--- config.mk ---
export PLATFORM = sky130hd
export DESIGN_NAME = do_view_change_eng_ctrl
export DESIGN_NICKNAME = d
export VERILOG_FILES = /design/src/rtl/do_view_change_eng_ctrl.sv
export SDC_FILE = /design/constraint.sdc
export NUM_CORES = 2
export LEC_CHECK = 0
export CORE_MARGIN = 1
export CORE_UTILIZATION = 50
export CTS_CLUSTER_DIAMETER = 150
export CTS_CLUSTER_SIZE = 25
export DETAILED_ROUTE_END_ITERATION = 12
export HOLD_SLACK_MARGIN = 0.03
export PLACE_DENSITY = 0.74
export SLEW_MARGIN = 20
export SYNTH_ARGS = -nofsm -noshare
export SYNTH_HDL_FRONTEND = slang
export SYNTH_SLANG_ARGS = --single-unit
--- constraint.sdc ---
create_clock -name clk -period 25.7 [get_ports clk]
set_input_delay 2.57 -clock clk [delete_from_list [all_inputs] [get_ports clk]]
set_output_delay 2.57 -clock clk [all_outputs]
set_load 0.02 [all_outputs]
--- src/rtl/do_view_change_eng_ctrl.sv ---
// rtl/do_view_change_eng_ctrl.sv - new-primary DoViewChange collector: quorum, best-log selection, StartView trigger
// Collects DVC messages per view, keeps the best log and max commit, and announces the new view on quorum.
module do_view_change_eng_ctrl #(
    parameter int NUM_REPLICAS = 3,
    parameter int REPLICA_W    = 2,
    parameter int VIEW_W       = 64,
    parameter int OP_W         = 64
) (
    input  logic                 clk,
    input  logic                 rst,
    input  logic                 manage_dvc_msg_val,
    output logic                 dvc_manage_msg_rdy,
    input  logic [VIEW_W-1:0]    manage_dvc_msg_view,
    input  logic [VIEW_W-1:0]    manage_dvc_msg_last_norm,
    input  logic [OP_W-1:0]      manage_dvc_msg_op,
    input  logic [OP_W-1:0]      manage_dvc_msg_commit,
    input  logic [REPLICA_W-1:0] manage_dvc_msg_src,
    input  logic                 manage_dvc_req_val,
    input  logic                 manage_dvc_req_last,
    output logic                 dvc_manage_req_rdy,
    output logic                 ctrl_logbuf_wr_start,
    output logic                 ctrl_logbuf_wr_val,
    output logic                 ctrl_logbuf_wr_last,
    input  logic                 logbuf_ctrl_wr_rdy,
    output logic                 dvc_start_view_val,
    input  logic                 start_view_dvc_rdy,
    output logic [VIEW_W-1:0]    dvc_start_view_view,
    output logic [OP_W-1:0]      dvc_start_view_op,
    output logic [OP_W-1:0]      dvc_start_view_commit,
    output logic                 vc_vr_state_wr_req,
    input  logic                 vr_state_vc_wr_req_rdy,
    output logic                 dvc_engine_rdy
);

    localparam int CNT_W = $clog2(NUM_REPLICAS + 1);
    localparam logic [CNT_W-1:0]   QUORUM_C = CNT_W'(NUM_REPLICAS / 2 + 1);
    localparam logic [REPLICA_W:0] NUM_R    = (REPLICA_W + 1)'(NUM_REPLICAS);

    typedef enum logic [2:0] {
        ST_READY,
        ST_CHECK_VIEW,
        ST_STORE_LOG,
        ST_DRAIN,
        ST_CHECK_QUORUM,
        ST_SEND_SV,
        ST_WR_STATE
    } state_t;

    state_t                  r_state;
    logic [VIEW_W-1:0]       r_act_view;
    logic [VIEW_W-1:0]       r_best_norm;
    logic [OP_W-1:0]         r_best_op;
    logic [OP_W-1:0]         r_max_commit;
    logic [NUM_REPLICAS-1:0] r_quorum_vec;
    logic                    r_done;
    logic                    r_kept;
    logic                    r_wr_start;
    logic [VIEW_W-1:0]       r_msg_view;
    logic [VIEW_W-1:0]       r_msg_norm;
    logic [OP_W-1:0]         r_msg_op;
    logic [OP_W-1:0]         r_msg_commit;
    logic [REPLICA_W-1:0]    r_msg_src;
    logic [VIEW_W-1:0]       r_sv_view;
    logic [OP_W-1:0]         r_sv_op;
    logic [OP_W-1:0]         r_sv_commit;

    logic                    w_new_view;
    logic                    w_src_ok;
    logic [NUM_REPLICAS-1:0] w_src_onehot;
    logic [NUM_REPLICAS-1:0] w_base_vec;
    logic                    w_discard;
    logic                    w_first;
    logic                    w_better;
    logic [OP_W-1:0]         w_commit_max;
    logic [CNT_W-1:0]        w_votes;
    logic                    w_quorum;

    // A higher view wipes the per-view bookkeeping, so the sender is judged against an empty quorum.
    assign w_new_view = r_msg_view > r_act_view;
    assign w_src_ok   = {1'b0, r_msg_src} < NUM_R;
    assign w_base_vec = w_new_view ? '0 : r_quorum_vec;
    assign w_first    = w_new_view | (r_quorum_vec == '0);

    always_comb begin
        w_src_onehot = '0;
        for (int i = 0; i < NUM_REPLICAS; i++) begin
            w_src_onehot[i] = (r_msg_src == REPLICA_W'(i));
        end
    end

    assign w_discard = (r_msg_view < r_act_view)
                     | ((r_msg_view == r_act_view) & r_done)
                     | (|(w_src_onehot & w_base_vec))
                     | ~w_src_ok;

    assign w_better = w_first
                    | (r_msg_norm > r_best_norm)
                    | ((r_msg_norm == r_best_norm) & (r_msg_op > r_best_op));

    assign w_commit_max = (w_new_view || r_msg_commit > r_max_commit) ? r_msg_commit : r_max_commit;

    always_comb begin
        w_votes = '0;
        for (int i = 0; i < NUM_REPLICAS; i++) begin
            w_votes = w_votes + CNT_W'(r_quorum_vec[i]);
        end
    end
    assign w_quorum = w_votes >= QUORUM_C;

    always_ff @(posedge clk or posedge rst) begin
        if (rst) begin
            r_state      <= ST_READY;
            r_act_view   <= '0;
            r_best_norm  <= '0;
            r_best_op    <= '0;
            r_max_commit <= '0;
            r_quorum_vec <= '0;
            r_done       <= 1'b0;
            r_kept       <= 1'b0;
            r_wr_start   <= 1'b0;
            r_msg_view   <= '0;
            r_msg_norm   <= '0;
            r_msg_op     <= '0;
            r_msg_commit <= '0;
            r_msg_src    <= '0;
            r_sv_view    <= '0;
            r_sv_op      <= '0;
            r_sv_commit  <= '0;
        end else begin
            r_wr_start <= 1'b0;
            case (r_state)
                ST_READY: begin
                    if (manage_dvc_msg_val) begin
                        r_msg_view   <= manage_dvc_msg_view;
                        r_msg_norm   <= manage_dvc_msg_last_norm;
                        r_msg_op     <= manage_dvc_msg_op;
                        r_msg_commit <= manage_dvc_msg_commit;
                        r_msg_src    <= manage_dvc_msg_src;
                        r_state      <= ST_CHECK_VIEW;
                    end
                end
                ST_CHECK_VIEW: begin
                    if (w_discard) begin
                        r_kept  <= 1'b0;
                        r_state <= ST_DRAIN;
                    end else begin
                        r_kept       <= 1'b1;
                        r_act_view   <= r_msg_view;
                        r_quorum_vec <= w_base_vec | w_src_onehot;
                        r_max_commit <= w_commit_max;
                        r_done       <= 1'b0;
                        if (w_better) begin
                            r_best_norm <= r_msg_norm;
                            r_best_op   <= r_msg_op;
                            r_wr_start  <= 1'b1;
                            r_state     <= ST_STORE_LOG;
                        end else begin
                            r_state <= ST_DRAIN;
                        end
                    end
                end
                ST_STORE_LOG: begin
                    if (manage_dvc_req_val && logbuf_ctrl_wr_rdy && manage_dvc_req_last) begin
                        r_state <= ST_CHECK_QUORUM;
                    end
                end
                ST_DRAIN: begin
                    if (manage_dvc_req_val && manage_dvc_req_last) begin
                        r_state <= r_kept ? ST_CHECK_QUORUM : ST_READY;
                    end
                end
                ST_CHECK_QUORUM: begin
                    if (w_quorum) begin
                        r_done      <= 1'b1;
                        r_sv_view   <= r_act_view;
                        r_sv_op     <= r_best_op;
                        r_sv_commit <= r_max_commit;
                        r_state     <= ST_SEND_SV;
                    end else begin
                        r_state <= ST_READY;
                    end
                end
                ST_SEND_SV: begin
                    if (start_view_dvc_rdy) r_state <= ST_WR_STATE;
                end
                ST_WR_STATE: begin
                    if (vr_state_vc_wr_req_rdy) r_state <= ST_READY;
                end
                default: r_state <= ST_READY;
            endcase
        end
    end

    assign dvc_manage_msg_rdy    = (r_state == ST_READY);
    assign dvc_engine_rdy        = (r_state == ST_READY);
    assign dvc_manage_req_rdy    = (r_state == ST_DRAIN) | ((r_state == ST_STORE_LOG) & logbuf_ctrl_wr_rdy);
    assign ctrl_logbuf_wr_start  = r_wr_start;
    assign ctrl_logbuf_wr_val    = (r_state == ST_STORE_LOG) & manage_dvc_req_val;
    assign ctrl_logbuf_wr_last   = (r_state == ST_STORE_LOG) & manage_dvc_req_last;
    assign dvc_start_view_val    = (r_state == ST_SEND_SV);
    assign vc_vr_state_wr_req    = (r_state == ST_WR_STATE);
    assign dvc_start_view_view   = r_sv_view;
    assign dvc_start_view_op     = r_sv_op;
    assign dvc_start_view_commit = r_sv_commit;

endmodule

# Yosys cells after proc, flatten, opt, wreduce, memory -nomap -nowiden
# Cells that the tools add are included.
[word_totals]
register_bits = 715
latchBits = 0
ram_bits = 0
rom_bits = 0
in_bits = 266
output_inout_bits = 200
mem_count = 0
[op_classes]
add_sub_neg = 2
multipliers = 0
div = 0
magnitude_cmp = 7
n_eq_ne = 17
shift = 0
n_mux = 18
n_bitwise = 16
n_reduce_logical = 16
[ops]
columns = ["cell", "n"]
rows = [
  ["64-bit greater-than comparator", 4],
  ["64-bit equality test", 2],
  ["64-bit less-than comparator", 1],
  ["3-bit two-way mux", 8],
  ["3-bit one-hot mux with 7 select lines", 1],
  ["2-bit != test, second input constant", 5],
  ["3-bit equality test, second input constant", 3],
  ["3-bit AND reduction", 3],
  ["1-bit two-way mux", 8],
  ["1-bit OR", 7],
  ["3-bit by 2-bit equality test with 1-bit output, second input constant", 2],
  ["3-bit logical NOT", 2],
  ["2-bit AND reduction", 3],
  ["1-bit bitwise AND", 5],
  ["5-bit AND reduction", 1],
  ["2-bit by 1-bit != test with 1-bit output, second input constant", 2],
  ["3-bit bitwise AND", 1],
  ["3-bit by 1-bit equality test with 1-bit output, second input constant", 1],
  ["1-bit logical AND", 3],
  ["3-bit OR", 1],
  ["3-bit OR reduction", 1],
  ["1-bit by 1-bit adder with 2-bit output", 1],
  ["2-bit by 1-bit adder with 2-bit output", 1],
  ["2-bit by 1-bit equality test with 1-bit output, second input constant", 1],
  ["other kinds (8)", 9],
]

# Logic depth before layout (Yosys ltp)
[logic_depth]
depth_word = 8
mapped_depth = 14

# Least setup slack after synthesis
# Ideal clock, no wire load.
[synth_path]
path_type = "in2out"
startpoint = "input port manage_dvc_req_last"
endpoint = "output port ctrl_logbuf_wr_last"
arrival_time_ns = 3.283
required_time_ns = 23.130
slack_ns = 19.847
cell_stages = 1
n_path_buf = 0
path_cell_list = "nor4bb_1"
[synth_via]
elab_chain_cells = 1
[synth_rtl]
columns = ["item", "line_no", "text"]
rows = [
  ["start, declared", "19", "input logic manage_dvc_req_last,"],
  ["1-bit bitwise AND", "199", "assign ctrl_logbuf_wr_last = (r_state == ST_STORE_LOG) & manage_dvc_req_last;"],
  ["end, declared", "23", "output logic ctrl_logbuf_wr_last,"],
]
# No other way between the ends.

# Worst setup path in the final report
# Ends and elaborated chain as after synthesis.

==> qor.yml <==
critical_path:
  critPathTopFamily: "buffers and inverters"
  arrival_ns: 3.97
  path_cells: "clkdlybuf4s50_1 > nor4bb_1 > clkdlybuf4s50_1"
  path_class: "in2out"
  worst_path_largest_cell_delay_ns: 0.65
  cp_num_buf_inv: 2
  worstSetupEndpointType: "output pin"
  slowest_stage: "clkdlybuf4s50_1"
  cpMostUsedCell: "clkdlybuf4s50_1"
  cp-start-kind: "input pin"
  worst-path-max-fanout: 2
  worstPathRequired_ns: 23.13
layout:
  nFillCells: 5104
  layout.nets: 3503
  stdcell_area_sq_um: 39760
  final_cells: 3857
  drive_above_1_share_pct: 20.39
  final_util_pct: 60.37
  areaGrowthSynthToFinish_pct: 19.12
timing:
  worst_pin_slew_ns: 1.064
  rsz0062_at_grt: "false"
  setup_ws_ns: 19.16
  tns_ns: 0
  slew_headroom_pct: 29.05
  max_clock_freq_mhz: 152.8
  finalCritPeriodShare_pct: 25.46
  whs_ns: 0.4973
  skew_ns: 0.02247
  setup_viol: 0
  fin_crit_ns: 6.543
  hold_viol_final: 0
  drv_slew: 0
power:
  leakage_nw: 18.46
  p_clk_share_pct: 11.9
  p_int_mw: 3.204
  max-vdd-ir-drop_v: 0.00007911
  powerDensity_nw_per_um2: 128.4
  power_mw: 5.106
  seqPwrFrac_pct: 40.5
  swShare_pct: 37.25
  power.switching_mw: 1.902
  power_frac_comb_pct: 47.6
grt:
  grt_start_max_net_pins: 150
  grt_pass1_vias: 21900
  track_usage_pct: 22.62
  antenna_found_initial: 13
  grt_overflow: 0
  grt_pass1_wl_um: 120700
synth:
  yosys-top-cells-area: "dfrtp_1 (54%), mux2_2 (15%), ha_1 (9.6%), mux2_4 (4.0%), mux2_1 (3.4%)"
  synth-async-reset-ratio_pct: 100.0
  ys_seq_area_share_pct: 53.60
  synth-seq-cells: 715
  synth.most_common_cell: "dfrtp_1"
  yosysTopAreaCell: "dfrtp_1"
  yosys_most_used_dff: "dfrtp_1"
  yosysTopAreaCellShare_pct: 53.60
  ys_types: 62
  syn_area_per_cell_sq_um: 13.10
  synth-edff-count: 0
  yosys-top-cells-count: "dfrtp_1 (715), mux2_2 (447), inv_1 (267), ha_1 (257), nand2_1 (129)"
  yosys_warnings: 0
  postSynthCellCount: 2548
  synth_area_sq_um: 33380
  synthesis.nets: 3071
route:
  vias: 20720
  drc_errors: 0
  dr.pass1.iters: 7
  drt_iter0_markers: 1016
  routed_via_density: 5.372
  drt-total-wl_um: 75990
  routedWlPerCell_um: 19.70
  antenna_left: 0
clock_network:
  path_clk_slew_ns: 0.09
  ctsResizeCount: 0
  cts_tree: "done"
  clk_latency_ns: 0.58
  hold_buffers: 0
  clockRootBuffer: "clkbuf_16"
  numCtsBuffers: 34
  cts_setup_buffers: 0
  clock-sinks: 715
  htreeDepth: 2
  clock_path_buffers: 3
place:
  postPlaceCellArea_sq_um: 38720
  portBuffers: 465
  dp_hpwl_um: 55480
  dp_slack_ns: 18.23
  dp.cells: 3805
  gp_congestion: 0.8175
floorplanning:
  core_region_area_sq_um: 65860
  fp.dieH_um: 260.4
  ios: 466
  dieArea_sq_um: 67790
  placementRows: 94
  die_x_um: 260.4
  start_util_pct: 50.68
hold_path:
  hp-class: "reg2reg"
job:
  max_cap_violations: 0
outcome:
  status: "complete, no violations"
==> cells in the final DEF (no fill, tap or decap), types with 3 or more instances in the layout <==
| cell type | instances |
|---|---|
| nor2_1 | 31 |
| a221o_1 | 3 |
| a32o_1 | 3 |
| mux2_1 | 101 |
| a211oi_1 | 7 |
| nand3_1 | 24 |
| a21boi_0 | 4 |
| nand2b_1 | 3 |
| ha_1 | 257 |
| nor4bb_1 | 3 |
| nor4_1 | 5 |
| o21ai_0 | 98 |
| diode_2 | 11 |
| clkbuf_16 | 37 |
| a21oi_1 | 93 |
| inv_1 | 266 |
| nand4_1 | 41 |
| dfrtp_1 | 715 |
| and4_1 | 12 |
| a2111oi_0 | 3 |
| a31oi_1 | 5 |
| nor3_1 | 15 |
| o211ai_1 | 5 |
| clkdlybuf4s50_1 | 465 |
| buf_4 | 16 |
| o21ai_1 | 14 |
| mux2_2 | 447 |
| a21o_1 | 31 |
| nand2_1 | 129 |
| nor2b_1 | 7 |
| mux2_4 | 90 |
==> layout make-up <==
type                    instances  area (sq um)  area share (%)
inverters                     267          1010           2.540
repair buffers                486          4881           12.28
diodes                         11         27.53         0.06923
flip-flops and latches        715         17890           45.00
clock buffers                  37         925.9           2.329
well taps                     864          1081           2.719
multi-input cells            1476         13930           35.04
clock inverters                 1         11.26         0.02832
==> state kept, by name, indices dropped and copies added (netlist names) <==
signal                 count
dvc_start_view_commit     64
dvc_start_view_op         64
dvc_start_view_view       64
r_act_view                64
r_best_norm               64
r_best_op                 64
r_max_commit              64
r_msg_commit              64
r_msg_norm                64
r_msg_op                  64
r_msg_view                64
r_quorum_vec               3
r_state                    3
r_msg_src                  2
ctrl_logbuf_wr_start       1
r_done                     1
r_kept                     1
==> power groups by stage <==
stage                     Sequential [mW]  Clock [mW]  Combinational (mW)
final                                2.07       0.608                2.43
after global routing                 2.14       0.669                2.70
after CTS                            2.07       0.631                2.46
after detailed placement             2.09           0                2.44
after global placement               2.05           0                2.36
after floorplan                      2.13           0                1.60
==> metal layers <==
metal,track usage [%],vias to the layer above,part of all wire [%]
met4,7.407,10,2.8
met1,28.79,10470,42
met2,38.15,390,49
met5,0,-,0.086
met3,5.080,111,5.3
li1,-,9743,-
==> path summary, 6_finish.rpt <==
check / start / end / slack [ns] / depth (start not counted)
setup / recovery: manage_dvc_req_last / ctrl_logbuf_wr_last / 19.16 / 3
hold / removal: r_best_norm[43]$_DFFE_PP0P_ / r_best_norm[43]$_DFFE_PP0P_ / 0.50 / 1
setup reg to reg: r_msg_view[31]$_DFFE_PP0P_ / r_best_norm[14]$_DFFE_PP0P_ / 20.53 / 10
hold reg to reg: r_best_norm[43]$_DFFE_PP0P_ / r_best_norm[43]$_DFFE_PP0P_ / 0.50 / 1
max in group asynchronous: rst / r_msg_norm[47]$_DFFE_PP0P_ / 19.76 / 7
min in group asynchronous: rst / dvc_start_view_commit[59]$_DFFE_PP0P_ / 2.40 / 2
==> cells by family after synthesis <==
family	count (synthesis)	synth area share, %
simple gates	288	4.288
flops	715	53.60
mux	639	22.57
fa+ha+maj	257	9.634
buf+inv	357	4.701
compound gates	292	5.207
Power figures use the tool's default switching activity.
